[src/rtl/regfile_wb.sv]
// Y86-64 register file with sticky machine status and retired-instruction counter.
// Optional macro REGFILE_BYPASS_EN forwards same-cycle commit data onto the read ports.
module regfile_wb #(
    parameter int unsigned DATA_W = 64,
    parameter int unsigned NREG   = 15,
    parameter logic [3:0]  RNONE  = 4'hF,
    parameter int unsigned CNT_W  = 32
) (
    input  logic              clk_i,
    input  logic              rst_n_i,
    input  logic              wb_valid_i,
    input  logic [3:0]        icode_i,
    input  logic [3:0]        dstE_i,
    input  logic [3:0]        dstM_i,
    input  logic [DATA_W-1:0] valE_i,
    input  logic [DATA_W-1:0] valM_i,
    input  logic              instr_valid_i,
    input  logic              imem_error_i,
    input  logic              dmem_error_i,
    input  logic [3:0]        srcA_i,
    input  logic [3:0]        srcB_i,
    output logic [DATA_W-1:0] valA_o,
    output logic [DATA_W-1:0] valB_o,
    output logic [2:0]        stat_o,
    output logic              halted_o,
    output logic [CNT_W-1:0]  retired_cnt_o
);

    typedef enum logic [2:0] {
        ST_AOK = 3'd1,
        ST_HLT = 3'd2,
        ST_ADR = 3'd3,
        ST_INS = 3'd4
    } stat_t;

    localparam logic [3:0] ICODE_HALT = 4'h0;

    stat_t             stat;
    stat_t             fault;
    logic              go;
    logic              we_e;
    logic              we_m;
    logic [DATA_W-1:0] regs [NREG];

    // Fault classification, highest priority first; ST_AOK means no fault.
    always_comb begin
        fault = ST_AOK;
        if (dmem_error_i || imem_error_i) begin
            fault = ST_ADR;
        end else if (!instr_valid_i) begin
            fault = ST_INS;
        end else if (icode_i == ICODE_HALT) begin
            fault = ST_HLT;
        end
    end

    assign go   = wb_valid_i && (stat == ST_AOK) && (fault == ST_AOK);
    assign we_e = go && (dstE_i != RNONE);
    assign we_m = go && (dstM_i != RNONE);

    // Status FSM: leaves AOK on the first faulting or HALT instruction, then absorbs.
    always_ff @(posedge clk_i or negedge rst_n_i) begin
        if (!rst_n_i) begin
            stat <= ST_AOK;
        end else if (wb_valid_i && (stat == ST_AOK) && (fault != ST_AOK)) begin
            stat <= fault;
        end
    end

    // Register writes; the valM write comes second so it wins on a shared destination.
    always_ff @(posedge clk_i or negedge rst_n_i) begin
        if (!rst_n_i) begin
            for (int unsigned i = 0; i < NREG; i++) begin
                regs[i] <= '0;
            end
        end else begin
            if (we_e) begin
                regs[dstE_i] <= valE_i;
            end
            if (we_m) begin
                regs[dstM_i] <= valM_i;
            end
        end
    end

    always_ff @(posedge clk_i or negedge rst_n_i) begin
        if (!rst_n_i) begin
            retired_cnt_o <= '0;
        end else if (go) begin
            retired_cnt_o <= retired_cnt_o + CNT_W'(1);
        end
    end

    // Read ports.
    always_comb begin
        valA_o = '0;
        valB_o = '0;
        if (srcA_i != RNONE) begin
            valA_o = regs[srcA_i];
        end
        if (srcB_i != RNONE) begin
            valB_o = regs[srcB_i];
        end
`ifdef REGFILE_BYPASS_EN
        if (we_m && (srcA_i == dstM_i)) begin
            valA_o = valM_i;
        end else if (we_e && (srcA_i == dstE_i)) begin
            valA_o = valE_i;
        end
        if (we_m && (srcB_i == dstM_i)) begin
            valB_o = valM_i;
        end else if (we_e && (srcB_i == dstE_i)) begin
            valB_o = valE_i;
        end
`endif
    end

    assign stat_o   = stat;
    assign halted_o = (stat != ST_AOK);

endmodule

[config.mk]
export PLATFORM = sky130hd
export DESIGN_NAME = regfile_wb
export DESIGN_NICKNAME = d
export VERILOG_FILES = /design/src/rtl/regfile_wb.sv
export SDC_FILE = /design/constraint.sdc
export NUM_CORES = 2
export LEC_CHECK = 0
export CORE_UTILIZATION = 45
export DETAILED_ROUTE_END_ITERATION = 7
export HOLD_SLACK_MARGIN = 0.12
export PLACE_DENSITY = 0.67
export SETUP_SLACK_MARGIN = 0.2
export SLEW_MARGIN = 20
export SYNTH_ARGS = -nofsm -noshare
export SYNTH_HDL_FRONTEND = slang
export SYNTH_SLANG_ARGS = --single-unit
export TNS_END_PERCENT = 10
[constraint.sdc]
create_clock -name clk_i -period 6.68 [get_ports clk_i]
set_input_delay 0.668 -clock clk_i [delete_from_list [all_inputs] [get_ports clk_i]]
set_output_delay 0.668 -clock clk_i [all_outputs]
set_load 0.005 [all_outputs]
Word level (Yosys, flattened, before mapping)
Index checks and enable logic that the tools add are counted.

word-level totals
  output and inout port bits = 164
  logic and storage cells = 64
  flip-flop bits (word level) = 995
  input bits = 154

cells by class
  $lt $le $gt $ge = 6
  equality and inequality tests = 8
  mux-type cells = 19
  add/sub/neg operators = 1
  bitwise logic cells = 4
  reductions and logical operators = 9

operators by type and width
  kind                   count
  $bwmux 960             2
  $mux 960               2
  $bmux 64 s4            2
  $demux 64 s4           2
  $mux 64                8
  $add 32x1->32 const B  1
  $ge 5x5->1 const B     4
  $not 4->5              4
  $ne 4x4->1 const B     4
  $lt 5x1->1 const B     2
  $logic_and 1x1->1      7
  $eq 3x1->1 const B     2
  $mux 3                 2
  $ne 3x1->1 const B     2
  $logic_not 4->1        1
  $mux 2                 1
  $logic_or 1x1->1       1

Depth between registers and ports, before layout
  word-level depth = 10
  mapped depth = 9

Least setup slack after synthesis
No wires, ideal clock.

  kind = in2out
  from = input port srcA_i[0]
  to = output port valA_o[10]
  stages = 6
  arrival time = 2.255 ns
  path slack = 3.757 ns
  buffers on the path = 3
  cell sequence = clkbuf_1 > clkbuf_1 > buf_2 > mux4_2 > a211oi_1 > a21oi_1

between the ends
  longest elaborated chain between the ends = 5
  elaborated cells between the ends (all ways) = 6
  classes of those cells = eq/ne (1); mux (4); bitwise (1)

ends and longest elaborated chain
  item                                        RTL line  text
  start: declaration                          20        input logic [3:0] srcA_i,
  $not 4->5 (not written as such)             99        valA_o = regs[srcA_i];
  $bmux 64 s4                                 99
  $mux 64 (not written as such) (2 in a row)  99
  $mux 64 (*)                                 98        if (srcA_i != RNONE) begin
  end: declaration                            22        output logic [DATA_W-1:0] valA_o,

Every way passes the cells marked *; elsewhere a longest branch is shown, timed or not. The select of a mux whose other input is x is not followed.

Worst setup path after layout
  from = input port srcA_i[1]
  to = output port valA_o[2]

The elaborated chain is that of the path after synthesis.

==> reports/metrics.yaml <==
clkTransAtPathRegs_ns: 0.06
skew_ns: 0.0472
fin_setup_tns_ns: 0
grt_max_degree: 156
worstPathMaxFanout: 67
post-route-period-util: 0.656
switchingPower_mw: 3.56
power.share.combinational: 0.079
drc: 0
fin_nets: 6119
syn_avg_cell_area_um2: 10.1
synthCells: 6096
pwr-share-clk: 0.484
end_kind: "output pin"
io_buffer_count: 317
yosys-top-cells-count: "mux2i_1 (1116), dfrtp_1 (994), a21oi_1 (797), nor2_1 (668), nand2_1 (551)"
via_count: 50500
synthesis.area_um2: 61800
synth_area_leaders: "dfrtp_1 (40%), mux2i_1 (18%), mux4_2 (14%), a21oi_1 (6.4%), nor2_1 (4.1%)"
drtPass1Iterations: 8
htree_levels: 3
maxClockFrequency_mhz: 228
fp.dieW_um: 373
yosysMostFrequentCell: "mux2i_1"
coreArea_um2: 136000
yosys_most_used_dff: "dfrtp_1"
finalSetupViolCount: 0
via_per_inst: 6.42
antenna_found_initial: 26
synth-edff-count: 0
drive_above_1_share: 0.120
arrival_ns: 3.71
drtIter0Drc: 6333
synth_top_area_frac: 0.402
area_growth_pct: 12.3
cts-root-buf: "clkbuf_16"
leakagePower_nw: 33.4
syn_nets: 6251
track_usage: 0.311
sw_frac_of_total: 0.258
hold_viol_final: 0
ir_drop_mv: 0.216
rsz0062_at_grt: "no"
seqPwrFrac: 0.437
grt_pass1_vias: 49200
grt_first_pass_wirelength_mm: 327
startpoint_type: "input pin"
slew_headroom: 0.247
cts_buffers: 113
internal_power_mw: 10.2
stdcell_count: 7860
fin_crit_ns: 4.38
die_h_um: 373
cts_sinks: 995
gp_congestion: 0.822
pin_count: 318
grt_overflow: 0
hold_class: "register to register"
ys_ff_latch: 995
cts_tree: "done"
dp.cells: 7629
wirelength_mm: 220
worstPathRequired_ns: 6.01
initial_core_util: 0.455
ant_nets: 0
ys_warn_count: 0
cts_buffer_depth: 3
critical_path_class: "input pin to output pin"
status: "finished clean"
powerDensity_nw_per_um2: 198
synth.largest_area_cell: "dfrtp_1"
hpwl_mm: 120
synth.distinct_cells: 49
tightest_slew_ns: 1.13
clk_latency_ns: 0.80
slew_violations: 0
drv_cap: 0
post_cts_buffers: 0
detail_route.wl_per_cell_um: 28.0
synthArstFlopShare: 1.00
num_rows: 135
synth_seq_area_share: 0.403
die-area_um2: 139000
==> cell usage in the layout, fill, tap and decap left out, types with 7 or more instances in the layout <==
| cell | instances |
|---|---|
| mux2i_1 | 1116 |
| dfrtp_1 | 994 |
| a21oi_1 | 797 |
| nor2_1 | 668 |
| nand2_1 | 548 |
| mux4_2 | 384 |
| clkdlybuf4s50_1 | 308 |
| o21ai_0 | 262 |
| o21ai_1 | 152 |
| nor2b_1 | 130 |
| a211oi_1 | 128 |
| clkbuf_16 | 113 |
| buf_4 | 79 |
| a31oi_1 | 64 |
| nand3_1 | 59 |
| clkbuf_8 | 34 |
| clkbuf_1 | 24 |
| xnor2_1 | 21 |
| clkinv_2 | 21 |
| buf_12 | 21 |
| diode_2 | 15 |
| nand4_1 | 14 |
| xor2_1 | 10 |
| bufinv_16 | 9 |
| nor3_1 | 8 |
| nand3_4 | 7 |
| nor3_2 | 7 |
| buf_8 | 7 |
==> worst paths after layout <==
path                                         from                end  slack [ns]  cells after the start
worst min register to register  retired_cnt_o[31]  retired_cnt_o[31]        0.48                      1
max in group asynchronous                 rst_n_i          regs[357]        4.74                      3
worst min-delay path            retired_cnt_o[31]  retired_cnt_o[31]        0.48                      1
min in group asynchronous                 rst_n_i          regs[197]        0.54                      2
worst max-delay path                    srcA_i[1]          valA_o[2]        2.30                      7
worst max register to register          stat_o[0]          regs[160]        2.98                      6
==> critical path, stage by stage <==
cell and delay, ns:
buf_8 0.47, buf_4 0.77, mux2i_1 0.15, o21ai_0 0.21
mux2i_1 0.14, a21oi_1 0.57, clkdlybuf4s50_1 0.62
==> registers in the layout, indices dropped and copies added (netlist names) <==
signal         flops
retired_cnt_o     32
regs             960
stat_o             3
==> metal layers <==
metal | global-route usage | up-vias | share of wire
met3 | 0.0591 | 606 | 0.091
met2 | 0.492 | 2782 | 0.47
li1 | - | 21700 | -
met4 | 0.145 | 20 | 0.044
met1 | 0.414 | 25300 | 0.39
met5 | 0 | - | 0.00055
==> what timing repair did <==
action,in CTS,in global routing
hold endpoints to repair,70,0
hold buffers,1,0
gates resized for setup,0,0
==> logic make-up (layout without fill, tap and decap cells) <==
family,count (synthesis),in the layout,share of synthesized area
other,0,15,0
DFF,995,995,0.403
adders and majority gates,1,1,0.000202
AOI/OAI and AO/OA,1406,1406,0.120
xor gates and xnor gates,31,31,0.00439
and+or+nand+nor,1491,1491,0.102
buffers and inverters,671,639,0.0497
muxes,1501,1501,0.321
==> layout make-up <==
class,instances,area (um^2)
fillers,12000,66500
multi-input cells,4430,34100
flip-flops and latches,995,24900
repair buffers,419,4250
clock buffers,171,3390
well taps,1781,2230
clock inverters,44,583
diodes,15,37.5
inverters,5,18.8
==> through the flow <==
stage	instance area, um^2	utilization	power [mW]	hold slack (ns)	setup WS, ns
after floorplan	61800	-	6.62	0.372	3.76
after global placement	65500	0.481	7.22	0.469	2.28
after detailed placement	65500	0.481	7.22	0.463	2.32
after CTS	69400	0.511	13.8	0.475	2.30
after global routing	69500	0.511	14.1	0.512	2.13
final	69500	0.511	13.8	0.477	2.30
==> power groups by stage <==
stage | registers, mW | logic [mW] | clock network, mW
6_report | 6.03 | 1.09 | 6.67
5_1_grt | 6.02 | 1.14 | 6.97
4_1_cts | 6.03 | 1.09 | 6.72
3_5_place_dp | 6.14 | 1.08 | 0
3_3_place_gp | 6.14 | 1.08 | 0
2_1_floorplan | 6.14 | 0.481 | 0
Power figures use the tool's default switching activity.
